### src/rtl/sopc_bus_ctrl_pkg.sv
// sopc_bus_ctrl_pkg: FSM encoding, slave indices and default address map shared by the SOPC bus controller
package sopc_bus_ctrl_pkg;
  typedef enum logic [1:0] {IDLE, DBUSY, IBUSY, RESP} state_t;
  localparam int SLV_ROM = 0;
  localparam int SLV_RAM = 1;
  localparam int SLV_TIMER = 2;
  localparam logic [31:0] ROM_BASE = 32'h0000_0000;
  localparam logic [31:0] RAM_BASE = 32'h4000_0000;
  localparam logic [31:0] TIMER_BASE = 32'h8000_0000;
  localparam logic [31:0] UNMAPPED_BASE = 32'hC000_0000;
  function automatic logic [31:0] slv_base(input int k);
    return k == SLV_ROM ? ROM_BASE : k == SLV_RAM ? RAM_BASE : k == SLV_TIMER ? TIMER_BASE : UNMAPPED_BASE;
  endfunction
endpackage

### src/rtl/sopc_addr_decode.sv
// sopc_addr_decode: maps the slave-index field of an address to a one-hot slave vector plus an unmapped flag
module sopc_addr_decode #(
  parameter int SEL_W = 2,
  parameter int NUM_SLAVES = 3
) (
  input  logic [SEL_W-1:0]      addr_hi,
  output logic [NUM_SLAVES-1:0] hit,
  output logic                  unmapped
);
  // one extra bit so NUM_SLAVES == 2**SEL_W does not wrap
  assign unmapped = {1'b0, addr_hi} >= (SEL_W+1)'(NUM_SLAVES);
  for (genvar k = 0; k < NUM_SLAVES; k++) begin : g_hit
    assign hit[k] = {1'b0, addr_hi} == (SEL_W+1)'(k);
  end
endmodule

### src/rtl/sopc_bus_ctrl.sv
// sopc_bus_ctrl: arbitrates CPU fetch/data ports onto a shared req/ack slave bus.
// Define SOPC_BUS_TIMEOUT_EN to add a watchdog that errors out slaves that never ack.
module sopc_bus_ctrl
  import sopc_bus_ctrl_pkg::*;
#(
  parameter int ADDR_W = 32,
  parameter int DATA_W = 32,
  parameter int SEL_W = 2,
  parameter int NUM_SLAVES = 3,
  parameter int TIMEOUT_CYCLES = 255
) (
  input  logic                         clk,
  input  logic                         rst,
  input  logic                         if_ce_i,
  input  logic [ADDR_W-1:0]            if_addr_i,
  output logic [DATA_W-1:0]            if_rdata_o,
  output logic                         if_done_o,
  output logic                         if_err_o,
  output logic                         if_stall_o,
  input  logic                         mem_ce_i,
  input  logic                         mem_we_i,
  input  logic [ADDR_W-1:0]            mem_addr_i,
  input  logic [DATA_W/8-1:0]          mem_sel_i,
  input  logic [DATA_W-1:0]            mem_wdata_i,
  output logic [DATA_W-1:0]            mem_rdata_o,
  output logic                         mem_done_o,
  output logic                         mem_err_o,
  output logic                         mem_stall_o,
  output logic [NUM_SLAVES-1:0]        slv_req_o,
  output logic                         slv_we_o,
  output logic [ADDR_W-1:0]            slv_addr_o,
  output logic [DATA_W/8-1:0]          slv_sel_o,
  output logic [DATA_W-1:0]            slv_wdata_o,
  input  logic [NUM_SLAVES*DATA_W-1:0] slv_rdata_i,
  input  logic [NUM_SLAVES-1:0]        slv_ack_i
);
  state_t state;
  logic [ADDR_W-1:0] req_addr;
  logic [NUM_SLAVES-1:0] hit;
  logic unmapped, ack, expired;
  logic [DATA_W-1:0] rdata, resp_data;
  assign req_addr = mem_ce_i ? mem_addr_i : if_addr_i;
  assign if_stall_o = if_ce_i & ~if_done_o;
  assign mem_stall_o = mem_ce_i & ~mem_done_o;
  assign ack = |(slv_ack_i & slv_req_o);
  sopc_addr_decode #(.SEL_W(SEL_W), .NUM_SLAVES(NUM_SLAVES)) u_dec (
    .addr_hi(req_addr[ADDR_W-1 -: SEL_W]),
    .hit(hit),
    .unmapped(unmapped)
  );
  always_comb begin
    rdata = '0;
    for (int k = 0; k < NUM_SLAVES; k++)
      if (slv_req_o[k]) rdata = slv_rdata_i[k*DATA_W +: DATA_W];
    resp_data = ack && !slv_we_o ? rdata : '0;
  end
`ifdef SOPC_BUS_TIMEOUT_EN
  localparam int CW = $clog2(TIMEOUT_CYCLES + 1) > 8 ? $clog2(TIMEOUT_CYCLES + 1) : 8;
  logic [CW-1:0] cnt;
  assign expired = cnt == CW'(TIMEOUT_CYCLES - 1);
  always_ff @(posedge clk)
    if (!rst) cnt <= '0;
    else cnt <= state == DBUSY || state == IBUSY ? cnt + 1'b1 : '0;
`else
  assign expired = 1'b0;
`endif
  always_ff @(posedge clk) begin
    if (!rst) begin
      state <= IDLE;
      slv_req_o <= '0;
      slv_we_o <= 1'b0;
      slv_addr_o <= '0;
      slv_sel_o <= '0;
      slv_wdata_o <= '0;
      if_rdata_o <= '0;
      if_done_o <= 1'b0;
      if_err_o <= 1'b0;
      mem_rdata_o <= '0;
      mem_done_o <= 1'b0;
      mem_err_o <= 1'b0;
    end else begin
      if_rdata_o <= '0;
      if_done_o <= 1'b0;
      if_err_o <= 1'b0;
      mem_rdata_o <= '0;
      mem_done_o <= 1'b0;
      mem_err_o <= 1'b0;
      case (state)
        IDLE:
          if (mem_ce_i || if_ce_i) begin
            slv_req_o <= hit;
            slv_we_o <= mem_ce_i & mem_we_i;
            slv_addr_o <= req_addr;
            slv_sel_o <= mem_ce_i ? mem_sel_i : '1;
            slv_wdata_o <= mem_ce_i ? mem_wdata_i : '0;
            state <= unmapped ? RESP : mem_ce_i ? DBUSY : IBUSY;
            mem_done_o <= unmapped & mem_ce_i;
            mem_err_o <= unmapped & mem_ce_i;
            if_done_o <= unmapped & ~mem_ce_i;
            if_err_o <= unmapped & ~mem_ce_i;
          end
        DBUSY, IBUSY:
          // a same-cycle ack beats the watchdog
          if (ack || expired) begin
            slv_req_o <= '0;
            state <= RESP;
            if (state == DBUSY) begin
              mem_done_o <= 1'b1;
              mem_err_o <= ~ack;
              mem_rdata_o <= resp_data;
            end else begin
              if_done_o <= 1'b1;
              if_err_o <= ~ack;
              if_rdata_o <= resp_data;
            end
          end
        default: state <= IDLE;
      endcase
    end
  end
endmodule

### config.mk
export PLATFORM = sky130hd
export DESIGN_NAME = sopc_bus_ctrl
export DESIGN_NICKNAME = d
export VERILOG_FILES = /design/src/rtl/sopc_bus_ctrl_pkg.sv /design/src/rtl/sopc_addr_decode.sv /design/src/rtl/sopc_bus_ctrl.sv
export SDC_FILE = /design/constraint.sdc
export NUM_CORES = 1
export LEC_CHECK = 0
export CORE_AREA = 2 2 135 137
export DETAILED_ROUTE_END_ITERATION = 6
export DIE_AREA = 0 0 137 139
export PLACE_DENSITY_LB_ADDON = 0.05
export SYNTH_ARGS = -nofsm -noshare
export SYNTH_HDL_FRONTEND = slang
export SYNTH_SLANG_ARGS = --single-unit
### constraint.sdc
create_clock -name clk -period 1.9 [get_ports clk]
set_input_delay 0.475 -clock clk [delete_from_list [all_inputs] [get_ports clk]]
set_output_delay 0.475 -clock clk [all_outputs]
set_load 0.005 [all_outputs]
== Yosys cells after proc, flatten, opt, wreduce, memory -nomap -nowiden ==
Index checks and enable logic that the tools add are counted.
W data, S select, Z words.
Cells by class
  equality and inequality tests: 6
  bitwise operators: 12
  muxes and demuxes: 29
  order comparisons: 1
  reductions and logical operators: 13
Operators by type and width (number)
  $mux W32: 6
  $mux W1: 10
  $mux W2: 4
  $pmux W1 S2: 4
  $mux W3: 2
  $not A1 Y1: 6
  $pmux W3 S2: 1
  $and A1 B1 Y1: 5
  $eq A2 B1 Y1 const B: 2
  $eq A2 B2 Y1 const B: 2
  $logic_not A2 Y1: 2
  $mux W4: 1
  $ne A2 B2 Y1 const B: 2
  $pmux W2 S2: 1
  $reduce_and A2 Y1: 2
  $reduce_and A4 Y1: 1
  $reduce_or A4 Y1: 1
  $and A3 B3 Y3: 1
  $reduce_and A3 Y1: 1
  $reduce_or A3 Y1: 1
  $ge A2 B2 Y1 const B: 1
  $reduce_bool A2 Y1: 1
  $reduce_or A2 Y1: 1
  $logic_and A1 B1 Y1: 1
  2 further kinds: 2
Storage, ports and cells
  output and inout port bits: 142
  bits in registers: 142
  input port bits: 204
  logic and storage cells: 73

== Longest topological paths before layout ==
Gate-level depths: netlist (run 1).
  depth after elaboration: 6
  depth in mapped cells: 8
  mapped depth without buffers: 5

== By module ==
A second synthesis (run 1) with hierarchy kept.
Second synthesis, totals
  cells, all modules: 540
  area total of the unflattened synthesis: 5590.4 um^2
By module, submodules not included
  sopc_bus_ctrl: times used 1, seq. area each 2842.7 um^2, cells each 536, area an instance 5564.1 um^2
  sopc_addr_decode: times used 1, seq. area each 0.0 um^2, cells each 4, area an instance 26.3 um^2

== Worst setup path after synthesis (run 1) ==
Ideal clock, no wire load.
  kind: register to register
  start point: register state[0]
  end point: register slv_req_o[0]
  buffers on the path: 1
  arrival time: 1.631 ns
  library setup time: 0.072 ns
  path slack: 0.196 ns
  period minus slack after synthesis: 1.704 ns
  required time: 1.828 ns
  cell stages (with the launch flop): 7
  path through: dfxtp_1 -> inv_1 -> ha_1 -> clkbuf_1 -> nor3b_1 -> a211oi_1 -> mux2i_1
Between the ends
  longest elaborated chain between the ends: 4
  elaborated cells on any way between the ends: 9
  classes of those cells: 4 x eq/ne; 1 x mux; 4 x reduce/logical
RTL lines
  start, declared: RTL line sopc_bus_ctrl.sv:37  | state_t state;
  start signal, assigned: RTL line sopc_bus_ctrl.sv:96  | state <= unmapped ? RESP : mem_ce_i ? DBUSY : IBUSY;
  $eq A2 B1 Y1 / $eq A2 B2 Y1 (equally long branches): RTL line sopc_bus_ctrl.sv:88  | case (state)
  $reduce_or A2 Y1: RTL line sopc_bus_ctrl.sv:88
  $ne A2 B2 Y1 (no line) / $reduce_bool A2 Y1 (equally long branches)
  $reduce_and A3 Y1 (no line)
  end signal, assigned: RTL line sopc_bus_ctrl.sv:91  | slv_req_o <= hit;
  end, declared: RTL line sopc_bus_ctrl.sv:29  | output logic [NUM_SLAVES-1:0] slv_req_o,
Several ways; a longest one is shown, not always the timed one.
A chain may end at the register's enable or synchronous reset.

== Worst setup path after layout (run 1) ==
  start point: register slv_req_o[0]
  end point: output port slv_req_o[0]
No word-level cell between the ends.

==> results of run 1 <==
[metrics by stage]
stage / instance area (um^2) / hold slack [ns]
floorplan: 5868 / 0.4586
global placement: 9588 / 0.4758
detailed placement: 9588 / 0.4846
CTS: 10210 / 0.4562
global route: 10210 / 0.4677
finish: 10210 / 0.4631
[layout by cell type, fill, tap and decap left out, types with 32 or more instances in the layout]
cell type,instances
mux2i_1,35
o31ai_1,32
o211a_1,32
nand2_1,37
nor2_1,65
and3b_1,32
nand2b_1,35
clkdlybuf4s50_1,342
dfxtp_1,139
and2_1,34
a22oi_1,33
nor2b_1,36
[flip-flops by register name, indices dropped and copies added, names as in the netlist]
name / cells
slv_we_o: 1
if_done_o: 1
if_rdata_o: 32
slv_sel_o: 4
slv_addr_o: 32
state: 2
if_err_o: 1
mem_done_o: 1
mem_err_o: 1
slv_wdata_o: 32
mem_rdata_o: 32
slv_req_o: 3
[cells by family (layout without fill, tap and decap cells)]
kind of cell	count (synthesis)	count (layout)	synth area share, %
AO/OA/AOI/OAI	111	111	15.74
AND/OR/NAND/NOR	252	252	24.16
buffers and inverters	55	400	4.648
adder cells (fa/ha/maj)	4	4	0.8529
multiplexers	36	36	6.162
flip-flops	142	142	48.44
[metal layers]
layer / wire (um) / share of wire, % / vias to the layer above / GRT usage, %
met5: 0 / 0 / - / 0
met4: 494 / 2.6 / 0 / 7.596
met3: 1641 / 8.7 / 37 / 6.213
met2: 9681 / 51 / 216 / 34.83
met1: 6988 / 37 / 2599 / 19.40
li1: - / - / 2741 / -
[layout make-up]
class	instances	area, um^2
clock inverter	11	166.4
inverter	2	7.507
tap	229	286.5
sequential	142	2846
multi-input combinational	403	2763
timing repair buffer	368	3690
fill	1535	7445
clock buffer	19	452.9
[what timing repair did]
action / in CTS / in global routing
gates resized for setup: 2 / 1
endpoints found under the setup margin: 2 / 1
hold buffers: 0 / 0
endpoints found under the hold margin: 0 / 0
[power groups by stage]
stage	clock [mW]	combinational (mW)	sequential [mW]
CTS	3.53	3.36	3.59
detailed placement	0	3.34	3.65
global route	3.66	3.61	3.63
finish	3.44	3.32	3.59
global placement	0	3.30	3.63
floorplan	0	1.60	3.65
[worst paths after layout]
kind	cells after the start	slack, ns	to	from
setup reg to reg	6	0.11	if_rdata_o[19]$_SDFF_PP0_	state[0]$_SDFFE_PN0P_
hold / removal	2	0.46	slv_wdata_o[9]$_SDFFE_PN0P_	rst
setup / recovery	1	0.04	slv_req_o[0]	slv_req_o[0]$_SDFFE_PN0P_
hold reg to reg	2	0.48	state[1]$_SDFFE_PN0P_	state[1]$_SDFFE_PN0P_
==> metrics.log, run 1 <==
INFO  metric cts_tree = built
INFO  metric cts_buffer_depth = 2
INFO  metric worst_setup_hold_path_clk_slew = 0.06 ns
INFO  metric share_of_total_power_in_sequential_cells = 34.7%
INFO  metric detail-route-antenna-nets = 0
INFO  metric final_net_count = 1,142
INFO  metric antenna_found_initial = 0
INFO  metric area_delta_synth_final = 74.03%
INFO  metric timing.critical_path.arrival = 1.38 ns
INFO  metric power_per_cell_area = 1014 mW/mm^2
INFO  metric critical_path_peak_fanout = 5
INFO  metric placement_rows = 49
INFO  metric slew-limit-headroom = 63.01%
INFO  metric syn-mean-instance-area = 9.780 um^2
INFO  metric route.detailed.drc = 0
INFO  metric yosysUniqueCellTypes = 39
INFO  metric synth_nets = 808
INFO  metric synthesis.area = 0.005868 mm^2
INFO  metric post_cts_buffers = 0
INFO  metric async_flop_share = 0%
INFO  metric synthesis.instances = 600
INFO  metric finalWirelength = 18,810 um
INFO  metric cts_max_level = 4
INFO  metric synth_edf_count = 0
INFO  metric pin_count_of_the_biggest_net_entering_global_routing = 66
INFO  metric irDropWorstVdd = 0.0007011 V
INFO  metric final_layout_setup_total_negative_slack = 0 ns
INFO  metric setup-violations-final = 0
INFO  metric power_frac_clock = 33.2%
INFO  metric drv_slew = 0
INFO  metric fin_util = 57.84%
INFO  metric critical_path.top_delay_family = buffers and inverters
INFO  metric timing.fmax = 0.5379 GHz
INFO  metric critical_path.cell_chain = clkdlybuf4s50_1
INFO  metric static-leakage-power = 4.196 nW
INFO  metric final.min_clock_period = 1.859 ns
INFO  metric report.final.hold_viol_count = 0
INFO  metric synth.largest_area_cell = dfxtp_1
INFO  metric worst_slack = 0.04087 ns
INFO  metric worstPathRequired = 1.42 ns
INFO  metric synth.yosys.seq_area_share = 48.44%
INFO  metric clock-sinks = 142
INFO  metric diodes = 0
INFO  metric netSwitchingFraction = 27.89%
INFO  metric worstSkewPairLatency = 0.41 ns
INFO  metric grt_overflow = 0
INFO  metric place.port_buffers = 345
INFO  metric core_region_area = 0.01766 mm^2
INFO  metric finish.cell_count_without_fillers = 1,174
INFO  metric synth_seq_cells = 142
INFO  metric critPathLaunchType = flip-flop
INFO  metric crit_path_top_delay_cell = clkdlybuf4s50_1
INFO  metric ctsRootBufferMaster = clkbuf_16
INFO  metric pwr-share-comb = 32.1%
INFO  metric final_setup_skew = 0.008330 ns
INFO  metric maxCapViolations = 0
INFO  metric status = complete, no violations
INFO  metric post_synth_most_frequent_cells = dfxtp_1, nor2_1, nand2_1, nor2b_1
INFO  metric post-synth-top-count-cell = dfxtp_1
INFO  metric critical_path_class = flip-flop to primary output
INFO  metric first_iter_violations = 132
INFO  metric endpoint_kind = primary output
INFO  metric synth.top_cell.area_share = 48.44%
INFO  metric dpl.cell_count = 1,144
INFO  metric die_w = 137 um
INFO  metric switching_power = 2.889 mW
INFO  metric power_report.internal_total = 7.469 mW
INFO  metric first_pass_iters = 4
INFO  metric synth_top_flop_cell = dfxtp_1
INFO  metric die_h = 139 um
INFO  metric initial_core_util = 33.23%
INFO  metric power = 10.36 mW
INFO  metric fin_crit_sh = 97.85%
INFO  metric place_hpwl = 14,430 um
INFO  metric global_route_usage_over_all_layers = 18.93%
INFO  metric routed_via_density = 4.764
INFO  metric dp_slack = -0.2762 ns
INFO  metric tritoncts.num_buffers = 17
INFO  metric crit_path_max_incr_delay = 0.56 ns
INFO  metric gp_routability_congestion = 0.7833
INFO  metric io_pins = 346
INFO  metric path_buf_inv = 1
INFO  metric routed-via-count = 5,593
INFO  metric post_drt_wl_per_cell = 16.02 um
INFO  metric synth_area_leaders = dfxtp_1, mux2i_1, o211a_1, and3b_1, a22oi_1
INFO  metric post_route_cells_drive_above_1_share = 7.090%
INFO  metric worst-slew-pin-transition = 0.5549 ns
INFO  metric timing.hold.worst.class = primary input to flip-flop
INFO  metric first_global_vias = 5,437
INFO  metric synth.yosys.warnings = 0
INFO  metric global_route_wire_length_before_repair = 28,160 um
INFO  metric fp.dieArea = 0.01904 mm^2
No activity file was read; power rests on OpenSTA's default activity.
==> inputs of run 2 (changes only) <==
--- a/config.mk
+++ b/config.mk
@@ -5,10 +5,12 @@
 export SDC_FILE = /design/constraint.sdc
 export NUM_CORES = 1
 export LEC_CHECK = 0
-export CORE_AREA = 2 2 135 137
+export CORE_AREA = 2 2 134 136
 export DETAILED_ROUTE_END_ITERATION = 6
-export DIE_AREA = 0 0 137 139
+export DIE_AREA = 0 0 136 138
 export PLACE_DENSITY_LB_ADDON = 0.05
+export SKIP_CTS_REPAIR_TIMING = 1
 export SYNTH_ARGS = -nofsm -noshare
 export SYNTH_HDL_FRONTEND = slang
+export SYNTH_HIERARCHICAL = 1
 export SYNTH_SLANG_ARGS = --single-unit
==> metrics.log, run 2 <==
INFO  metric static-leakage-power = 4.034 nW (-3.9%)
INFO  metric crit_path_top_delay_cell = clkdlybuf4s50_1
INFO  metric reg2reg_setup_slack = 0.25 ns (+0.14 ns)
INFO  metric synth_seq_cells = 142 (unchanged)
INFO  metric core_region_area = 0.01753 mm^2 (-0.69%)
INFO  metric gp_routability_congestion = 0.7837 (about the same)
INFO  metric crit_path_max_incr_delay = 0.56 ns (about the same)
INFO  metric routed_via_density = 4.780 (+0.34%)
INFO  metric cts_tree = built
INFO  metric area_delta_synth_final = 77.86%
INFO  metric synth.yosys.warnings = 6 (+6)
INFO  metric irDropWorstVdd = 0.0006380 V (-9.0%)
INFO  metric critical_path.top_delay_family = buffers and inverters
INFO  metric synth.yosys.seq_area_share = 50.85% (+2.4 points)
INFO  metric worst_setup_hold_path_clk_slew = 0.06 ns (about the same)
INFO  metric diodes = 0 (unchanged)
INFO  metric detail-route-antenna-nets = 0 (unchanged)
INFO  metric slew-limit-headroom = 56.33% (-6.7 points)
INFO  metric endpoint_kind = primary output
INFO  metric timing.hold.worst_path_depth = 1 (-1)
INFO  metric first_iter_violations = 144 (+9.1%)
INFO  metric cts_buffer_depth = 2 (unchanged)
INFO  metric die_h = 138 um (-0.72%)
INFO  metric clock-sinks = 142 (unchanged)
INFO  metric post-synth-top-count-cell = dfxtp_1
INFO  metric die_w = 136 um (-0.73%)
INFO  metric setup-violations-final = 0 (unchanged)
INFO  metric place_hpwl = 14,270 um (-1.1%)
INFO  metric first_pass_iters = 4 (unchanged)
INFO  metric synth.largest_area_cell = dfxtp_1
INFO  metric synth.top_cell.area_share = 50.85% (+2.4 points)
INFO  metric critPathLaunchType = flip-flop
INFO  metric global_route_wire_length_before_repair = 28,490 um (+1.2%)
INFO  metric fin_crit_sh = 96.41% (-1.4 points)
INFO  metric synth_nets = 748 (-7.4%)
INFO  metric route.detailed.drc = 0 (unchanged)
INFO  metric timing.hold.worst.start = slv_addr_o[16]$_SDFFE_PN0P_
INFO  metric whs_endpoint = slv_addr_o[16]$_SDFFE_PN0P_
INFO  metric yosysUniqueCellTypes = 36 (-7.7%)
INFO  metric hold-worst-slack = 0.4970 ns (+0.03384 ns)
INFO  metric ctsRootBufferMaster = clkbuf_16
INFO  metric final_setup_skew = 0.006985 ns (-0.001345 ns)
INFO  metric tritoncts.num_buffers = 17 (unchanged)
INFO  metric antenna_found_initial = 0 (unchanged)
INFO  metric cts_max_level = 4 (unchanged)
INFO  metric synth_area_leaders = dfxtp_1, mux2i_1, a221o_1, o211a_1, o21ai_2
INFO  metric final_common_cell = clkdlybuf4s50_1
INFO  metric final_net_count = 1,089 (-4.6%)
INFO  metric syn-mean-instance-area = 10.35 um^2 (+5.9%)
INFO  metric count_of_cells_along_the_worst_register_to_register_path = 6 (unchanged)
INFO  metric post_route_cells_drive_above_1_share = 11.97% (+4.9 points)
INFO  metric synthesis.area = 0.005590 mm^2 (-4.7%)
INFO  metric worstPathRequired = 1.42 ns (about the same)
INFO  metric dp_slack = -0.1749 ns (+0.1013 ns)
INFO  metric final.min_clock_period = 1.832 ns (-0.02734 ns)
INFO  metric drv_slew = 0 (unchanged)
INFO  metric synth_edf_count = 0 (unchanged)
INFO  metric synth_top_flop_cell = dfxtp_1
INFO  metric grt_setup_unrepaired = no
INFO  metric finalWirelength = 18,800 um (about the same)
INFO  metric critical_path.cell_chain = clkdlybuf4s50_1
INFO  metric placement_rows = 49 (unchanged)
INFO  metric post_drt_wl_per_cell = 16.74 um (+4.5%)
INFO  metric worst-slew-pin-transition = 0.6541 ns (+0.09921 ns)
INFO  metric placed_area = 0.009293 mm^2 (-3.1%)
INFO  metric critical_path_class = flip-flop to primary output
INFO  metric io_pins = 346 (unchanged)
INFO  metric power_per_cell_area = 1052 mW/mm^2 (+3.7%)
INFO  metric timing.critical_path.arrival = 1.36 ns (-0.02 ns)
INFO  metric fp.dieArea = 0.01877 mm^2 (-1.4%)
INFO  metric worstSkewPairLatency = 0.41 ns (about the same)
INFO  metric first_global_vias = 5,399 (-0.70%)
INFO  metric pin_count_of_the_biggest_net_entering_global_routing = 41 (-38%)
INFO  metric power = 10.46 mW (+0.96%)
INFO  metric maxCapViolations = 0 (unchanged)
INFO  metric report.final.hold_viol_count = 0 (unchanged)
INFO  metric commonest_non_fill_non_tap_cells_in_the_layout = clkdlybuf4s50_1, dfxtp_1, nor2_1, nand2_1, nor2b_1
INFO  metric critical_path_peak_fanout = 2 (-3)
INFO  metric path_buf_inv = 1 (unchanged)
INFO  metric timing.rr.end = slv_req_o[0]$_SDFFE_PN0P_
INFO  metric final_design_area_no_fill = 0.009943 mm^2 (-2.6%)
INFO  metric initial_core_util = 31.88% (-1.4 points)
INFO  metric synthesis.instances = 540 (-10%)
INFO  metric post_synth_most_frequent_cells = dfxtp_1, nor2_1, nand2_1, nor2b_1
INFO  metric timing.fmax = 0.5459 GHz (+1.5%)
INFO  metric global_route_usage_over_all_layers = 19.47% (+0.54 points)
INFO  metric place.port_buffers = 345 (unchanged)
INFO  metric status = complete, no violations
INFO  metric routed-via-count = 5,368 (-4.0%)
INFO  metric timing.hold.worst.class = flip-flop to flip-flop
INFO  metric worst_slack = 0.06821 ns (+0.02734 ns)
INFO  metric async_flop_share = 0% (unchanged)
INFO  metric grt_overflow = 0 (unchanged)
INFO  metric reg2reg_from = state[0]$_SDFFE_PN0P_
## run 2: metrics by stage
step / instances / utilization (%) / TNS, ns
final: 1123 / 56.71 / 0
after global placement: 1090 / 53.00 / -0.1708
after floorplan: 540 / - / 0
after CTS: 1122 / 56.52 / -2.258
after global routing: 1123 / 56.71 / 0
after detailed placement: 1090 / 53.00 / -1.742
## run 2: area by class of cell
| cell class | count | area (um^2) |
|---|---|---|
| Timing Repair Buffer | 370 | 3722 |
| Multi-Input combinational cell | 347 | 2461 |
| Inverter | 3 | 11.26 |
| Fill cell | 1532 | 7591 |
| Sequential cell | 142 | 2844 |
| Tap cell | 229 | 286.5 |
| Clock inverter | 12 | 161.4 |
| Clock buffer | 20 | 456.7 |
## run 2: power breakdown
part | switching [mW] | internal [mW] | leakage (nW)
Combinational | 1.57 | 1.89 | 2.58
Sequential | 0.204 | 3.36 | 1.16
Clock | 1.28 | 2.14 | 0.293
## run 2: cell families after synthesis
logic type      synth area share (%)
simple gates                   14.10
fa+ha+maj                     0.8953
compound gates                 22.56
flops                          50.85
buf+inv                        5.282
mux                            6.312
## run 2: worst max-delay path by stage
stage / cells after the start / slack [ns] / endpoint / startpoint
floorplan: 6 / 0.28 / state[1]$_SDFFE_PN0P_ / mem_ce_i
global placement: 3 / -0.17 / if_stall_o / if_ce_i
detailed placement: 3 / -0.17 / if_stall_o / if_ce_i
CTS: 3 / -0.18 / if_stall_o / if_ce_i
global route: 1 / 0.03 / if_done_o / if_done_o$_SDFF_PN0_
finish: 1 / 0.07 / if_done_o / if_done_o$_SDFF_PN0_
## run 2: per-layer routing
layer / up-vias / global-route usage (%) / routed length (um)
li1: 2612 / - / -
met3: 29 / 6.527 / 1749
met4: 0 / 7.182 / 431
met1: 2503 / 21.07 / 7068
met2: 224 / 34.83 / 9553
met5: - / 0 / 0
==> inputs of run 3 (changes only) <==
==> constraint.sdc (replaced) <==
create_clock -name clk -period 1.9 [get_ports clk]
set_input_delay 0.38 -clock clk [delete_from_list [all_inputs] [get_ports clk]]
set_output_delay 0.38 -clock clk [all_outputs]
set_load 0.005 [all_outputs]
==> metrics.log, run 3 (synthesis results as in run 2) <==
INFO  metric status = complete, no violations
INFO  metric drv_slew = 0 (unchanged)
INFO  metric count_of_cells_along_the_worst_register_to_register_path = 6 (unchanged)
INFO  metric placement_rows = 49 (unchanged)
INFO  metric whs_endpoint = slv_req_o[1]$_SDFFE_PN0P_
INFO  metric globalRoute.busiestLayer = met2
INFO  metric power_per_cell_area = 1053 mW/mm^2 (+0.15%)
INFO  metric timing.rr.end = slv_req_o[0]$_SDFFE_PN0P_
INFO  metric area_delta_synth_final = 76.52%
INFO  metric use_met2 = 34.65% (-0.19 points)
INFO  metric fp.dieArea = 0.01877 mm^2 (unchanged)
INFO  metric global_route_usage_over_all_layers = 19.39% (-0.076 points)
INFO  metric place_hpwl = 14,040 um (-1.6%)
INFO  metric report.final.hold_viol_count = 0 (unchanged)
INFO  metric maxCapViolations = 0 (unchanged)
INFO  metric critical_path_class = flip-flop to primary output
INFO  metric critical_path_peak_fanout = 3 (+1)
INFO  metric place.port_buffers = 345 (unchanged)
INFO  metric global_route_wire_length_before_repair = 28,390 um (-0.34%)
INFO  metric gp_routability_congestion = 0.7814 (-0.29%)
INFO  metric reg2reg_setup_slack = 0.26 ns (about the same)
INFO  metric grt_overflow = 0 (unchanged)
INFO  metric post_route_cells_drive_above_1_share = 11.06% (-0.91 points)
INFO  metric power = 10.39 mW (-0.61%)
INFO  metric post_drt_wl_per_cell = 16.83 um (+0.50%)
INFO  metric worst_setup_hold_path_clk_slew = 0.05 ns (about the same)
INFO  metric cts_buffer_depth = 2 (unchanged)
INFO  metric fin_crit_sh = 94.41% (-2.0 points)
INFO  metric diodes = 0 (unchanged)
INFO  metric routed_via_density = 4.796 (+0.34%)
INFO  metric die_w = 136 um (unchanged)
INFO  metric route.detailed.drc = 0 (unchanged)
INFO  metric routed-via-count = 5,348 (-0.37%)
INFO  metric tritoncts.num_buffers = 17 (unchanged)
INFO  metric final_net_count = 1,081 (-0.73%)
INFO  metric static-leakage-power = 3.941 nW (-2.3%)
INFO  metric setup-violations-final = 0 (unchanged)
INFO  metric first_pass_iters = 7 (+3)
INFO  metric die_h = 138 um (unchanged)
INFO  metric timing.hold.worst.class = primary input to flip-flop
INFO  metric fin_util = 56.28% (-0.43 points)
INFO  metric worstSkewPairLatency = 0.42 ns (about the same)
INFO  metric clock-sinks = 142 (unchanged)
INFO  metric critPathLaunchType = flip-flop
INFO  metric cts_tree = built
INFO  metric reg2reg_from = state[0]$_SDFFE_PN0P_
INFO  metric slew-limit-headroom = 59.79% (+3.5 points)
INFO  metric irDropWorstVdd = 0.0006737 V (+5.6%)
INFO  metric endpoint_kind = primary output
INFO  metric finalWirelength = 18,760 um (-0.21%)
INFO  metric global_route.usage.met1 = 20.93% (-0.14 points)
INFO  metric first_iter_violations = 201 (+40%)
INFO  metric timing.hold.worst.start = rst
INFO  metric detail-route-antenna-nets = 0 (unchanged)
INFO  metric pin_count_of_the_biggest_net_entering_global_routing = 37 (-9.8%)
INFO  metric dpl.cell_count = 1,083 (-0.64%)
INFO  metric timing.critical_path.arrival = 1.41 ns (+0.05 ns)
INFO  metric final.min_clock_period = 1.794 ns (-0.03800 ns)
INFO  metric core_region_area = 0.01753 mm^2 (unchanged)
INFO  metric first_global_vias = 5,346 (-0.98%)
INFO  metric cts_max_level = 4 (unchanged)
INFO  metric final_layout_fill_cell_count = 1,551 (+1.2%)
INFO  metric timing.fmax = 0.5575 GHz (+2.1%)
INFO  metric io_pins = 346 (unchanged)
INFO  metric worst-slew-pin-transition = 0.6019 ns (-0.05218 ns)
INFO  metric globalRouteMet3Util = 6.454% (-0.073 points)
INFO  metric grt_setup_unrepaired = no
INFO  metric initial_core_util = 31.88% (unchanged)
INFO  metric finish.cell_count_without_fillers = 1,115 (-0.71%)
INFO  metric commonest_non_fill_non_tap_cells_in_the_layout = clkdlybuf4s50_1, dfxtp_1, nor2_1, nand2_1, nor2b_1
INFO  metric ctsRootBufferMaster = clkbuf_16
INFO  metric hold-worst-slack = 0.3096 ns (-0.1873 ns)
INFO  metric dp_slack = -0.01937 ns (+0.1555 ns)
INFO  metric final_common_cell = clkdlybuf4s50_1
INFO  metric worstPathRequired = 1.52 ns (+0.10 ns)
INFO  metric timing.hold.worst_path_depth = 3 (+2)
INFO  metric antenna_found_initial = 0 (unchanged)
INFO  metric worst_slack = 0.1062 ns (+0.03800 ns)
INFO  metric final_setup_skew = 0.009626 ns (+0.002642 ns)
## run 3: cell count changes in the layout (fill, tap and decap cells not counted), sizes merged
cell           delta
clkdlybuf4s50     +3
dlymetal6s2s      -3
clkinv            -3
inv               +2
buf               -8
clkinvlp          +2
clkbuf            -1
## run 3: routing by layer
layer | share of wire, % | vias to the layer above | wire length (um)
met3 | 9.1 | 29 | 1703
met1 | 38 | 2492 | 7149
met4 | 2.1 | 0 | 402
li1 | - | 2590 | -
met5 | 0 | - | 0
met2 | 51 | 237 | 9506
## run 3: metrics by stage
stage          TNS (ns)  area [um^2]
2_1_floorplan         0         5590
3_3_place_gp          0         9240
3_5_place_dp   -0.03057         9240
4_1_cts         -0.3105         9837
5_1_grt               0         9868
6_report              0         9868
## run 3: final cells by class
cell class	count	area (um^2)	area share, %
Sequential cell	142	2844	28.82
Multi-Input combinational cell	347	2466	24.99
Inverter	3	11.26	0.1141
Timing Repair Buffer	362	3664	37.12
Clock inverter	13	163.9	1.661
Tap cell	229	286.5	2.904
Clock buffer	19	432.9	4.387
## run 3: how the worst max path moves through the flow
stage / startpoint / end / slack, ns / cells past startpoint
finish: slv_req_o[0]$_SDFFE_PN0P_ / slv_req_o[0] / 0.11 / 2
global route: if_done_o$_SDFF_PN0_ / if_done_o / 0.07 / 1
CTS: slv_req_o[1]$_SDFFE_PN0P_ / slv_req_o[1] / -0.25 / 2
detailed placement: slv_req_o[0]$_SDFFE_PN0P_ / mem_rdata_o[4]$_SDFF_PN0_ / -0.02 / 5
global placement: if_ce_i / if_stall_o / 0.004 / 3
floorplan: mem_ce_i / state[1]$_SDFFE_PN0P_ / 0.37 / 6
## run 3: power by group
part	leakage [nW]	switching [mW]	internal, mW	total (mW)
Combinational	2.51	1.56	1.90	3.46
Clock	0.276	1.30	2.07	3.37
Sequential	1.16	0.205	3.36	3.56
## run 3: worst max-delay path, stage by stage, from the launching register on
cell             delay, ns
dfxtp_1               0.33
buf_4                 0.12
clkdlybuf4s50_1       0.55
